`src/rtl/axil_apb_pkg.sv`:
```
// Shared types and constants for the AXI4-Lite to APB bridge.
// FSM state encoding and AXI response codes.
package axil_apb_pkg;

  typedef enum logic [1:0] {
    IDLE,
    SETUP,
    ACCESS,
    RESP
  } st_t;

  localparam logic [1:0] OKAY   = 2'b00;
  localparam logic [1:0] SLVERR = 2'b10;
  localparam logic [1:0] DECERR = 2'b11;

endpackage

```
`src/rtl/axi4_lite.sv`:
```
// AXI4-Lite bundle with slave and master views.
// aclk/aresetn are carried for the interconnect only.
interface axi4_Lite #(
  parameter int DATA_W = 32,
  parameter int ADDR_W = 32
);

  logic                aclk;
  logic                aresetn;
  logic [ADDR_W-1:0]   awaddr;
  logic [2:0]          awprot;
  logic                awvalid;
  logic                awready;
  logic [DATA_W-1:0]   wdata;
  logic [DATA_W/8-1:0] wstrb;
  logic                wvalid;
  logic                wready;
  logic [1:0]          bresp;
  logic                bvalid;
  logic                bready;
  logic [ADDR_W-1:0]   araddr;
  logic [2:0]          arprot;
  logic                arvalid;
  logic                arready;
  logic [DATA_W-1:0]   rdata;
  logic [1:0]          rresp;
  logic                rvalid;
  logic                rready;

  modport axiSlave (
    input  aclk, aresetn,
    input  awaddr, awprot, awvalid,
    output awready,
    input  wdata, wstrb, wvalid,
    output wready,
    output bresp, bvalid,
    input  bready,
    input  araddr, arprot, arvalid,
    output arready,
    output rdata, rresp, rvalid,
    input  rready
  );

  modport axiMaster (
    output aclk, aresetn,
    output awaddr, awprot, awvalid,
    input  awready,
    output wdata, wstrb, wvalid,
    input  wready,
    input  bresp, bvalid,
    output bready,
    output araddr, arprot, arvalid,
    input  arready,
    input  rdata, rresp, rvalid,
    output rready
  );

endinterface

```
`src/rtl/axil_apb_decode.sv`:
```
// Address decode: slave index field plus miss detection
// for bits above the field or an index past NUM_SLV.
module axil_apb_decode
  import axil_apb_pkg::*;
#(
  parameter int ADDR_W  = 32,
  parameter int NUM_SLV = 4,
  parameter int SLV_AW  = 12,
  parameter int IW      = $clog2(NUM_SLV)
) (
  input  logic [ADDR_W-1:0] addr,
  output logic [IW-1:0]     idx,
  output logic              miss
);

  logic upper;
  logic unused_lo;

  assign idx       = addr[SLV_AW +: IW];
  assign unused_lo = ^addr[SLV_AW-1:0];

  if (SLV_AW + IW < ADDR_W) begin : g_hi
    assign upper = |addr[ADDR_W-1:SLV_AW+IW];
  end else begin : g_nohi
    assign upper = 1'b0;
  end

  assign miss = upper | (32'(idx) >= NUM_SLV);

endmodule

```
`src/rtl/axil_apb_bridge.sv`:
```
// AXI4-Lite slave to multi-slave APB master bridge.
// Optional ACCESS watchdog enabled by APB_TIMEOUT_EN.
module axil_apb_bridge
  import axil_apb_pkg::*;
#(
  parameter int DATA_W      = 32,
  parameter int ADDR_W      = 32,
  parameter int NUM_SLV     = 4,
  parameter int SLV_AW      = 12,
  parameter int TIMEOUT_CYC = 255
) (
  input  logic                      clk,
  input  logic                      rst,
  axi4_Lite.axiSlave                axiS,
  output logic [NUM_SLV-1:0]        psel,
  output logic                      penable,
  output logic                      pwrite,
  output logic [ADDR_W-1:0]         paddr,
  output logic [DATA_W-1:0]         pwdata,
  output logic [DATA_W/8-1:0]       pstrb,
  output logic [2:0]                pprot,
  input  logic [NUM_SLV*DATA_W-1:0] prdata,
  input  logic [NUM_SLV-1:0]        pready,
  input  logic [NUM_SLV-1:0]        pslverr
);

  localparam int SW = DATA_W / 8;
  localparam int IW = $clog2(NUM_SLV);

  st_t state, state_d;

  logic              aw_full, w_full, ar_full;
  logic [ADDR_W-1:0] aw_addr, ar_addr;
  logic [2:0]        aw_prot, ar_prot;
  logic [DATA_W-1:0] w_data;
  logic [SW-1:0]     w_strb;

  logic aw_hs, w_hs, ar_hs;
  logic wr_pend, rd_pend, grant_wr;
  logic clr_wr, clr_rd;

  logic [ADDR_W-1:0] aw_a, ar_a, sel_addr;
  logic [2:0]        aw_p, ar_p;
  logic [DATA_W-1:0] w_d;
  logic [SW-1:0]     w_s;

  logic [IW-1:0] dec_idx;
  logic          dec_miss;

  logic              cur_wr, cur_wr_d;
  logic [IW-1:0]     cur_idx, idx_d;
  logic [1:0]        resp_q, resp_d;
  logic [DATA_W-1:0] rdata_q, rdata_d;
  logic              prio_rd, prio_d;

  logic [NUM_SLV-1:0] psel_d;
  logic               penable_d, pwrite_d;
  logic [ADDR_W-1:0]  paddr_d;
  logic [DATA_W-1:0]  pwdata_d;
  logic [SW-1:0]      pstrb_d;
  logic [2:0]         pprot_d;

  logic              pready_s, pslverr_s, tmo;
  logic [DATA_W-1:0] prdata_s;
  logic              unused_clk;

  assign unused_clk = axiS.aclk ^ axiS.aresetn;

  assign axiS.awready = ~aw_full & ~rst;
  assign axiS.wready  = ~w_full & ~rst;
  assign axiS.arready = ~ar_full & ~rst;

  assign aw_hs = axiS.awvalid & axiS.awready;
  assign w_hs  = axiS.wvalid & axiS.wready;
  assign ar_hs = axiS.arvalid & axiS.arready;

  // Requests completing this cycle are visible to IDLE
  assign aw_a = aw_full ? aw_addr : axiS.awaddr;
  assign aw_p = aw_full ? aw_prot : axiS.awprot;
  assign w_d  = w_full ? w_data : axiS.wdata;
  assign w_s  = w_full ? w_strb : axiS.wstrb;
  assign ar_a = ar_full ? ar_addr : axiS.araddr;
  assign ar_p = ar_full ? ar_prot : axiS.arprot;

  assign wr_pend  = (aw_full | aw_hs) & (w_full | w_hs);
  assign rd_pend  = ar_full | ar_hs;
  assign grant_wr = wr_pend & (~rd_pend | ~prio_rd);
  assign sel_addr = grant_wr ? aw_a : ar_a;

  axil_apb_decode #(
    .ADDR_W  (ADDR_W),
    .NUM_SLV (NUM_SLV),
    .SLV_AW  (SLV_AW)
  ) u_dec (
    .addr (sel_addr),
    .idx  (dec_idx),
    .miss (dec_miss)
  );

  assign pready_s  = pready[cur_idx];
  assign pslverr_s = pslverr[cur_idx];
  assign prdata_s  = prdata[int'(cur_idx)*DATA_W +: DATA_W];

`ifdef APB_TIMEOUT_EN
  localparam int CW = $clog2(TIMEOUT_CYC + 1);
  logic [CW-1:0] cnt;

  always_ff @(posedge clk) begin
    if (rst || state != ACCESS) cnt <= '0;
    else                        cnt <= cnt + 1'b1;
  end

  assign tmo = (cnt == CW'(TIMEOUT_CYC - 1));
`else
  localparam int unused_tmo = TIMEOUT_CYC;
  assign tmo = 1'b0;
`endif

  always_ff @(posedge clk) begin
    if (rst) state <= IDLE;
    else     state <= state_d;
  end

  always_comb begin
    state_d   = state;
    psel_d    = psel;
    penable_d = penable;
    pwrite_d  = pwrite;
    paddr_d   = paddr;
    pwdata_d  = pwdata;
    pstrb_d   = pstrb;
    pprot_d   = pprot;
    cur_wr_d  = cur_wr;
    idx_d     = cur_idx;
    resp_d    = resp_q;
    rdata_d   = rdata_q;
    prio_d    = prio_rd;
    clr_wr    = 1'b0;
    clr_rd    = 1'b0;
    unique case (state)
      IDLE: begin
        if (wr_pend | rd_pend) begin
          cur_wr_d = grant_wr;
          idx_d    = dec_idx;
          // pointer only moves when both directions contend
          if (wr_pend & rd_pend) prio_d = grant_wr;
          if (dec_miss) begin
            state_d = RESP;
            resp_d  = DECERR;
            rdata_d = '0;
          end else begin
            state_d         = SETUP;
            psel_d          = '0;
            psel_d[dec_idx] = 1'b1;
            pwrite_d        = grant_wr;
            paddr_d         = sel_addr;
            pwdata_d        = grant_wr ? w_d : '0;
            pstrb_d         = grant_wr ? w_s : '0;
            pprot_d         = grant_wr ? aw_p : ar_p;
          end
        end
      end
      SETUP: begin
        state_d   = ACCESS;
        penable_d = 1'b1;
      end
      ACCESS: begin
        if (pready_s) begin
          state_d   = RESP;
          psel_d    = '0;
          penable_d = 1'b0;
          resp_d    = pslverr_s ? SLVERR : OKAY;
          rdata_d   = prdata_s;
        end else if (tmo) begin
          state_d   = RESP;
          psel_d    = '0;
          penable_d = 1'b0;
          resp_d    = SLVERR;
          rdata_d   = '0;
        end
      end
      RESP: begin
        if (cur_wr ? axiS.bready : axiS.rready) begin
          state_d = IDLE;
          clr_wr  = cur_wr;
          clr_rd  = ~cur_wr;
        end
      end
      default: state_d = IDLE;
    endcase
  end

  always_ff @(posedge clk) begin
    if (rst) begin
      psel    <= '0;
      penable <= 1'b0;
      pwrite  <= 1'b0;
      paddr   <= '0;
      pwdata  <= '0;
      pstrb   <= '0;
      pprot   <= '0;
      cur_wr  <= 1'b0;
      cur_idx <= '0;
      resp_q  <= OKAY;
      rdata_q <= '0;
      prio_rd <= 1'b0;
    end else begin
      psel    <= psel_d;
      penable <= penable_d;
      pwrite  <= pwrite_d;
      paddr   <= paddr_d;
      pwdata  <= pwdata_d;
      pstrb   <= pstrb_d;
      pprot   <= pprot_d;
      cur_wr  <= cur_wr_d;
      cur_idx <= idx_d;
      resp_q  <= resp_d;
      rdata_q <= rdata_d;
      prio_rd <= prio_d;
    end
  end

  always_ff @(posedge clk) begin
    if (rst) begin
      aw_full <= 1'b0;
      w_full  <= 1'b0;
      ar_full <= 1'b0;
      aw_addr <= '0;
      aw_prot <= '0;
      w_data  <= '0;
      w_strb  <= '0;
      ar_addr <= '0;
      ar_prot <= '0;
    end else begin
      if (aw_hs) begin
        aw_full <= 1'b1;
        aw_addr <= axiS.awaddr;
        aw_prot <= axiS.awprot;
      end else if (clr_wr) begin
        aw_full <= 1'b0;
      end
      if (w_hs) begin
        w_full <= 1'b1;
        w_data <= axiS.wdata;
        w_strb <= axiS.wstrb;
      end else if (clr_wr) begin
        w_full <= 1'b0;
      end
      if (ar_hs) begin
        ar_full <= 1'b1;
        ar_addr <= axiS.araddr;
        ar_prot <= axiS.arprot;
      end else if (clr_rd) begin
        ar_full <= 1'b0;
      end
    end
  end

  assign axiS.bvalid = (state == RESP) & cur_wr;
  assign axiS.rvalid = (state == RESP) & ~cur_wr;
  assign axiS.bresp  = resp_q;
  assign axiS.rresp  = resp_q;
  assign axiS.rdata  = rdata_q;

endmodule

```
`src/flat_wrapper.sv`:
```
// flat-port wrapper written by rule: the top's interface ports become plain ports
module axil_apb_bridge_flat import axil_apb_pkg::*;
#(
  parameter int DATA_W      = 32,
  parameter int ADDR_W      = 32,
  parameter int NUM_SLV     = 4,
  parameter int SLV_AW      = 12,
  parameter int TIMEOUT_CYC = 255
)
  (clk, rst, psel, penable, pwrite, paddr, pwdata, pstrb, pprot, prdata, pready, pslverr, axiS_aclk, axiS_aresetn, axiS_awaddr, axiS_awprot, axiS_awvalid, axiS_awready, axiS_wdata, axiS_wstrb, axiS_wvalid, axiS_wready, axiS_bresp, axiS_bvalid, axiS_bready, axiS_araddr, axiS_arprot, axiS_arvalid, axiS_arready, axiS_rdata, axiS_rresp, axiS_rvalid, axiS_rready);
  axi4_Lite #(.DATA_W(DATA_W), .ADDR_W(ADDR_W)) axiS_i ();
  input  logic clk;
  input  logic rst;
  output logic [NUM_SLV-1:0] psel;
  output logic penable;
  output logic pwrite;
  output logic [ADDR_W-1:0] paddr;
  output logic [DATA_W-1:0] pwdata;
  output logic [DATA_W/8-1:0] pstrb;
  output logic [2:0] pprot;
  input  logic [NUM_SLV*DATA_W-1:0] prdata;
  input  logic [NUM_SLV-1:0] pready;
  input  logic [NUM_SLV-1:0] pslverr;
  input wire logic [$bits(axiS_i.aclk)-1:0] axiS_aclk;
  input wire logic [$bits(axiS_i.aresetn)-1:0] axiS_aresetn;
  input wire logic [$bits(axiS_i.awaddr)-1:0] axiS_awaddr;
  input wire logic [$bits(axiS_i.awprot)-1:0] axiS_awprot;
  input wire logic [$bits(axiS_i.awvalid)-1:0] axiS_awvalid;
  output wire logic [$bits(axiS_i.awready)-1:0] axiS_awready;
  input wire logic [$bits(axiS_i.wdata)-1:0] axiS_wdata;
  input wire logic [$bits(axiS_i.wstrb)-1:0] axiS_wstrb;
  input wire logic [$bits(axiS_i.wvalid)-1:0] axiS_wvalid;
  output wire logic [$bits(axiS_i.wready)-1:0] axiS_wready;
  output wire logic [$bits(axiS_i.bresp)-1:0] axiS_bresp;
  output wire logic [$bits(axiS_i.bvalid)-1:0] axiS_bvalid;
  input wire logic [$bits(axiS_i.bready)-1:0] axiS_bready;
  input wire logic [$bits(axiS_i.araddr)-1:0] axiS_araddr;
  input wire logic [$bits(axiS_i.arprot)-1:0] axiS_arprot;
  input wire logic [$bits(axiS_i.arvalid)-1:0] axiS_arvalid;
  output wire logic [$bits(axiS_i.arready)-1:0] axiS_arready;
  output wire logic [$bits(axiS_i.rdata)-1:0] axiS_rdata;
  output wire logic [$bits(axiS_i.rresp)-1:0] axiS_rresp;
  output wire logic [$bits(axiS_i.rvalid)-1:0] axiS_rvalid;
  input wire logic [$bits(axiS_i.rready)-1:0] axiS_rready;
  assign axiS_i.aclk = axiS_aclk;
  assign axiS_i.aresetn = axiS_aresetn;
  assign axiS_i.awaddr = axiS_awaddr;
  assign axiS_i.awprot = axiS_awprot;
  assign axiS_i.awvalid = axiS_awvalid;
  assign axiS_awready = axiS_i.awready;
  assign axiS_i.wdata = axiS_wdata;
  assign axiS_i.wstrb = axiS_wstrb;
  assign axiS_i.wvalid = axiS_wvalid;
  assign axiS_wready = axiS_i.wready;
  assign axiS_bresp = axiS_i.bresp;
  assign axiS_bvalid = axiS_i.bvalid;
  assign axiS_i.bready = axiS_bready;
  assign axiS_i.araddr = axiS_araddr;
  assign axiS_i.arprot = axiS_arprot;
  assign axiS_i.arvalid = axiS_arvalid;
  assign axiS_arready = axiS_i.arready;
  assign axiS_rdata = axiS_i.rdata;
  assign axiS_rresp = axiS_i.rresp;
  assign axiS_rvalid = axiS_i.rvalid;
  assign axiS_i.rready = axiS_rready;
  axil_apb_bridge #(.DATA_W(DATA_W), .ADDR_W(ADDR_W), .NUM_SLV(NUM_SLV), .SLV_AW(SLV_AW), .TIMEOUT_CYC(TIMEOUT_CYC)) u_core (.clk(clk), .rst(rst), .axiS(axiS_i), .psel(psel), .penable(penable), .pwrite(pwrite), .paddr(paddr), .pwdata(pwdata), .pstrb(pstrb), .pprot(pprot), .prdata(prdata), .pready(pready), .pslverr(pslverr));
endmodule
```
`config.mk`:
```
export PLATFORM = sky130hd
export DESIGN_NAME = axil_apb_bridge_flat
export DESIGN_NICKNAME = d
export VERILOG_FILES = /design/src/rtl/axil_apb_pkg.sv /design/src/rtl/axi4_lite.sv /design/src/rtl/axil_apb_decode.sv /design/src/rtl/axil_apb_bridge.sv /design/src/flat_wrapper.sv
export SDC_FILE = /design/constraint.sdc
export NUM_CORES = 1
export LEC_CHECK = 0
export CAP_MARGIN = 20
export CORE_ASPECT_RATIO = 1.4
export CORE_UTILIZATION = 45
export CTS_CLUSTER_DIAMETER = 40
export DETAILED_ROUTE_END_ITERATION = 6
export PLACE_DENSITY = 0.81
export RECOVER_POWER = 100
export SLEW_MARGIN = 20
export SYNTH_ARGS = -nofsm -noshare
export SYNTH_HDL_FRONTEND = slang
export SYNTH_SLANG_ARGS = --single-unit
```
`constraint.sdc`:
```
create_clock -name clk -period 2.8 [get_ports clk]
set_input_delay 0.42 -clock clk [delete_from_list [all_inputs] [get_ports clk]]
set_output_delay 0.42 -clock clk [all_outputs]
set_load 0.005 [all_outputs]
```
==> After elaboration in Yosys (flattened, before gate mapping) <==
Cells that the tools add are included.
{ "totals": {"ff_bits": 226, "input_bits": 251, "elab_cells": 119} }
{ "op_classes": {"order_cmp": 3, "eq_ne": 8, "bitwise": 24, "n_mux": 46, "n_reduce_logical": 15, "n_shift": 1} }
{ "ops": {"columns": ["cell", "count"], "rows": [
  ["32-bit 2-to-1 mux", 8],
  ["128-bit by 8-bit indexed part select with 32-bit output", 1],
  ["32-bit one-hot mux with 2 select lines", 1],
  ["4-bit 2-to-1 mux", 5],
  ["18-bit OR reduction", 1],
  ["2-bit 2-to-1 mux", 8],
  ["1-bit 2-to-1 mux", 14],
  ["1-bit AND", 11],
  ["2-bit nonzero test", 5],
  ["3-bit 2-to-1 mux", 3],
  ["3-bit AND reduction", 3],
  ["2-bit by 1-bit inequality test with 1-bit output, second input constant", 4],
  ["1-bit NOT", 8],
  ["2-bit one-hot mux with 4 select lines", 1],
  ["4-bit one-hot mux with 2 select lines", 1],
  ["4-bit AND reduction", 2],
  ["2-bit by 3-bit less-than comparator with 1-bit output, second input constant", 2],
  ["1-bit OR", 5],
  ["1-bit binary-select mux with 2-bit select", 2],
  ["2-bit == test, second input constant", 2],
  ["2-bit one-hot mux with 2 select lines", 1],
  ["2-bit AND reduction", 2],
  ["1-bit demux with 2-bit select", 1],
  ["2-bit by 1-bit == test with 1-bit output, second input constant", 1],
  ["5 further kinds", 5]
]} }

==> Logic depth before layout (Yosys ltp) <==
{ "depth": {"ltp_word": 15, "depth_mapped": 9} }

==> Modules after synthesis <==
From an unflattened synthesis, not the netlist that was laid out.
{ "hier_totals": {"cells_unflattened": 1162, "area_unflattened_um2": 10636.5} }
{ "modules_own_cells": {"columns": ["module", "cells_per_inst", "area_per_inst_um2", "instances", "seq_area_each_um2"], "rows": [
  ["axil_apb_bridge", 1154, 10582.6, 1, 4524.3],
  ["axil_apb_decode", 8, 53.8, 1, 0.0]
]} }

==> Worst setup path after synthesis <==
No wires, ideal clock.
{ "synth_path": {"path_type": "flip-flop to flip-flop", "start": "register u_core.state[0]", "end": "register u_core.resp_q[0] (netlist: u_core.axiS.bresp[0])", "synth_period_minus_slack_ps": 2119, "t_arrival_ps": 1995, "path_slack_ps": 681, "stages_incl_launch_ff": 9, "t_required_ps": 2677, "path_cell_list": "dfxtp_1 -> inv_1 -> ha_1 -> clkbuf_1 -> nor2_1 -> a311oi_4 -> or3b_1 -> buf_6 -> mux2_1"} }
{ "synth_between": {"elab_chain_len": 3, "elab_cells_between_ends": 8} }
{ "synth_rtl": {"columns": ["element", "line", "source"], "rows": [
  ["from (decl)", "axil_apb_bridge.sv:30", "st_t state, state_d;"],
  ["from (signal assigned)", "axil_apb_bridge.sv:121", "else state <= state_d;"],
  ["2-bit == test / 2-bit logical NOT (equally long branches)", "axil_apb_bridge.sv:140", "unique case (state)"],
  ["2-bit by 1-bit inequality test with 1-bit output (no source line) / 2-bit nonzero test (equally long branches)", null, null],
  ["4-bit AND reduction (no source line)", null, null],
  ["to (signal assigned)", "axil_apb_bridge.sv:217", "resp_q <= resp_d;"],
  ["to (decl)", "axil_apb_bridge.sv:52", "logic [1:0] resp_q, resp_d;"]
]} }
Parallel ways exist; a longest one is shown, timed or not.
A chain may end at the register's enable or synchronous reset.

==> Worst setup path in the final report <==
{ "layout_path": {"start": "register u_core.ar_full", "end": "output axiS_arready"} }
{ "layout_between": {"elab_chain_len": 2} }
{ "layout_rtl": {"columns": ["element", "line", "source"], "rows": [
  ["from (decl)", "axil_apb_bridge.sv:32", "logic aw_full, w_full, ar_full;"],
  ["from (signal assigned)", "axil_apb_bridge.sv:227", "ar_full <= 1'b0;"],
  ["from (signal assigned)", "axil_apb_bridge.sv:250", "ar_full <= 1'b1;"],
  ["from (signal assigned)", "axil_apb_bridge.sv:254", "ar_full <= 1'b0;"],
  ["1-bit NOT", "axil_apb_bridge.sv:71", "assign axiS.arready = ~ar_full & ~rst;"],
  ["1-bit AND", "axil_apb_bridge.sv:71", null],
  ["to (decl)", "flat_wrapper.sv:40", "output wire logic [$bits(axiS_i.arready)-1:0] axiS_arready;"]
]} }
Every way passes these cells.

==> qor.yml <==
status:
  status: "finished, final reports clean"
route:
  wl_per_cell_um: 17.68
  antenna_left: 0
  drc: 0
  vias: 9286
  routed_wirelength_um: 30780
  via_per_inst: 5.334
  firstDrtPassIters: 5
  drt_iter0_markers: 483
sta:
  holdWs_ns: 0.1925
  finalCriticalPeriod_ns: 2.560
  hold_viol: 0
  rsz0062_at_grt: "false"
  period_share_pct: 91.42
  setup_violations: 0
  slew_headroom_pct: 19.02
  fin_skew_ns: 0.03108
  slew_viol_final: 0
  setup_ws_ns: 0.2403
  clock.fmax_mhz: 390.7
  tightest_slew_ns: 1.215
pwr:
  p_sw_share_pct: 28.20
  vdd_drop_max_v: 0.0004937
  power_density_nw_per_um2: 667.3
  power_frac_comb_pct: 25.9
  internal-power_uw: 7130
  finalPower_uw: 9930
  p_seq_share_pct: 36.5
  leakagePower_uw: 0.005888
  p_sw_uw: 2800
  clkPwrFrac_pct: 37.6
die:
  initial_core_util_pct: 45.77
  row_count: 64
  die_y_um: 178.4
  core_um2: 21860
  dieArea_um2: 22840
  die_w_um: 128.0
  ioPinCount: 369
clocking:
  hold_buffers: 0
  cts_buffers: 27
  cts_resized: 0
  htreeDepth: 1
  cts_setup_buffers: 0
  cts_tree: "built"
  clkTransAtPathRegs_ns: 0.06
  cts_buffer_depth: 3
  clkLatencyLatePin_ns: 0.53
  cts.sinks: 226
  root_buffer: "clkbuf_16"
global_route:
  grt_max_degree: 81
  grt_pass1_vias: 9151
  grt_usage_pct: 25.90
  grt_pass1_wl_um: 46610
  grt_overflow: 0
  antenna_found_initial: 2
critical_path:
  slowest_delay_ns: 0.60
  worst-r2r-setup-slack_ns: 0.30
  critPathLaunchType: "register"
  crit_path_cell_trace: "buf_4 > nor2_1 > dlygate4sd3_1"
  required_ns: 2.38
  reg2reg_depth: 8
  reg2reg_from: "u_core.aw_full"
  cp.arrival_ns: 2.14
  endpoint_kind: "output pin"
  cp_num_buf_inv: 2
  r2r_end: "u_core.paddr[24]"
  critPathTopFamily: "buffers and inverters"
  cp_slowest_cell: "dlygate4sd3_1"
  worstSetupPathType: "register to output pin"
  crit_fanout: 20
layout:
  multi_input_area_um2: 5055
  instances_no_fill: 1741
  synthToLayoutAreaGrowth_pct: 48.72
  seq_area_um2: 4527
  postLayoutCellArea_um2: 14880
  drive_above_1_share_pct: 8.669
  fill_cells: 1755
  nets: 1676
hold_path:
  whs_endpoint: "u_core.aw_full"
  timing.hold.worst.start: "rst"
  hold_class: "primary input to register"
  min_path_cells: 2
synth:
  synth_area_leader_cell: "dfxtp_1"
  synth_area_um2: 10010
  ys.flop_type: "dfxtp_1"
  synthTopCellsByArea: "dfxtp_1 (45%), mux2i_1 (12%), nand2_1 (11%)"
  synth_seq_cells: 226
  synthCells: 1084
  syn_nets: 1338
  yosysSeqAreaShare_pct: 45.22
  synth_edf_count: 0
  ys_types: 48
  yosysMostFrequentCell: "nand2_1"
  synth_top_area_share_pct: 45.22
  synth-async-reset-ratio_pct: 0
  yosys_warnings: 0
  syn_area_per_cell_um2: 9.230
  synth.top_cells.by_count: "nand2_1 (294), dfxtp_1 (226), mux2i_1 (121), o21ai_0 (114), clkbuf_1 (61)"
placed_design:
  gp_congestion: 0.8185
  dp_cells: 1689
  placed_cell_area_um2: 13970
  post-place-ws_ns: -0.03642
  io_buffers: 366
  dp_hpwl_um: 22490
run:
  maxCapViolations: 0
-- through the flow --
step | setup TNS (ns) | utilization (%)
detailed placement | -0.1760 | 63.89
global placement | 0 | 63.89
CTS | 0 | 68.35
floorplan | 0 | -
global route | 0 | 68.07
finish | 0 | 68.07
-- flip-flops by register name, summed over array words and instances, names as in the netlist, 3 cells and up --
signal	count
u_core.ar_addr	32
u_core.psel	4
u_core.w_data	32
u_core.aw_addr	32
u_core.pprot	3
u_core.pwdata	32
u_core.ar_prot	3
u_core.w_strb	4
u_core.paddr	32
u_core.aw_prot	3
u_core.axiS.rdata	32
u_core.pstrb	4
-- worst reg2reg max path, cell delays in order (launching register included) --
cell	delay (ns)
dfxtp_1	0.38
nor4_1	0.32
nand4_1	0.13
nor4_1	0.35
clkbuf_1	0.32
or3_1	0.23
a31oi_1	0.14
buf_4	0.29
and2_0	0.23
-- layer usage --
layer | GRT usage (%) | vias to the layer above | part of all wire, %
met2 | 47.24 | 318 | 51
met3 | 4.799 | 67 | 6.2
met5 | 0 | - | 0
met1 | 29.14 | 4388 | 39
met4 | 11.42 | 0 | 3.9
li1 | - | 4513 | -
-- power by group through the flow --
| stage | combinational [uW] | sequential, uW | clock, uW |
|---|---|---|---|
| after floorplan | 1600 | 3660 | 0 |
| after global placement | 2590 | 3680 | 0 |
| after detailed placement | 2650 | 3690 | 0 |
| after CTS | 2660 | 3630 | 3800 |
| after global routing | 2770 | 3650 | 3950 |
| final | 2580 | 3620 | 3730 |
-- cells by family after synthesis --
| kind of cell | synth area share [%] |
|---|---|
| compound gates | 13.33 |
| buf+inv | 4.126 |
| flops | 45.22 |
| mux | 19.87 |
| simple gates | 17.08 |
| fa+ha+maj | 0.3752 |
-- how the worst max path moves through the flow --
stage / cells past startpoint / endpoint / startpoint / slack (ns)
2_1_floorplan: 8 / u_core.axiS.bresp[0] / u_core.state[0] / 0.68
3_3_place_gp: 7 / u_core.paddr[5] / axiS_wvalid / 0.03
3_5_place_dp: 7 / u_core.paddr[10] / axiS_wvalid / -0.04
4_1_cts: 3 / axiS_wready / u_core.w_full / 0.25
5_1_grt: 9 / u_core.paddr[17] / axiS_awaddr[15] / 0.11
6_report: 3 / axiS_arready / u_core.ar_full / 0.24
-- area by class of cell --
class | count | share of cell area (%)
Multi-Input combinational cell | 765 | 33.97
Sequential cell | 226 | 30.42
Timing Repair Buffer | 398 | 26.41
Clock buffer | 33 | 4.961
Tap cell | 297 | 2.497
Clock inverter | 16 | 1.589
Inverter | 4 | 0.1177
Antenna cell | 2 | 0.03363
-- cells in the final DEF, fill, tap and decap left out, drive strengths merged, types with 2 or more instances in the layout --
| master | synthesis | routed |
|---|---|---|
| a211oi | 2 | 2 |
| a21oi | 23 | 23 |
| a22oi | 2 | 2 |
| a311oi | 2 | 2 |
| a31oi | 2 | 2 |
| and2 | 23 | 23 |
| buf | 27 | 28 |
| bufinv | 0 | 5 |
| clkbuf | 62 | 38 |
| clkdlybuf4s50 | 0 | 248 |
| clkinv | 0 | 5 |
| clkinvlp | 0 | 2 |
| dfxtp | 226 | 226 |
| diode | 0 | 2 |
| dlygate4sd3 | 0 | 117 |
| ha | 3 | 3 |
| inv | 4 | 8 |
| mux2i | 121 | 121 |
| mux4 | 34 | 34 |
| nand2 | 295 | 295 |
| nand2b | 2 | 2 |
| nand3 | 2 | 2 |
| nand4 | 19 | 19 |
| nor2 | 16 | 16 |
| nor2b | 5 | 5 |
| nor3 | 4 | 4 |
| nor4 | 18 | 18 |
| nor4b | 2 | 2 |
| o21a | 2 | 2 |
| o21ai | 116 | 116 |
| o2bb2ai | 36 | 36 |
| o31ai | 21 | 21 |
| or3 | 6 | 6 |
Power figures use the tool's default switching activity.
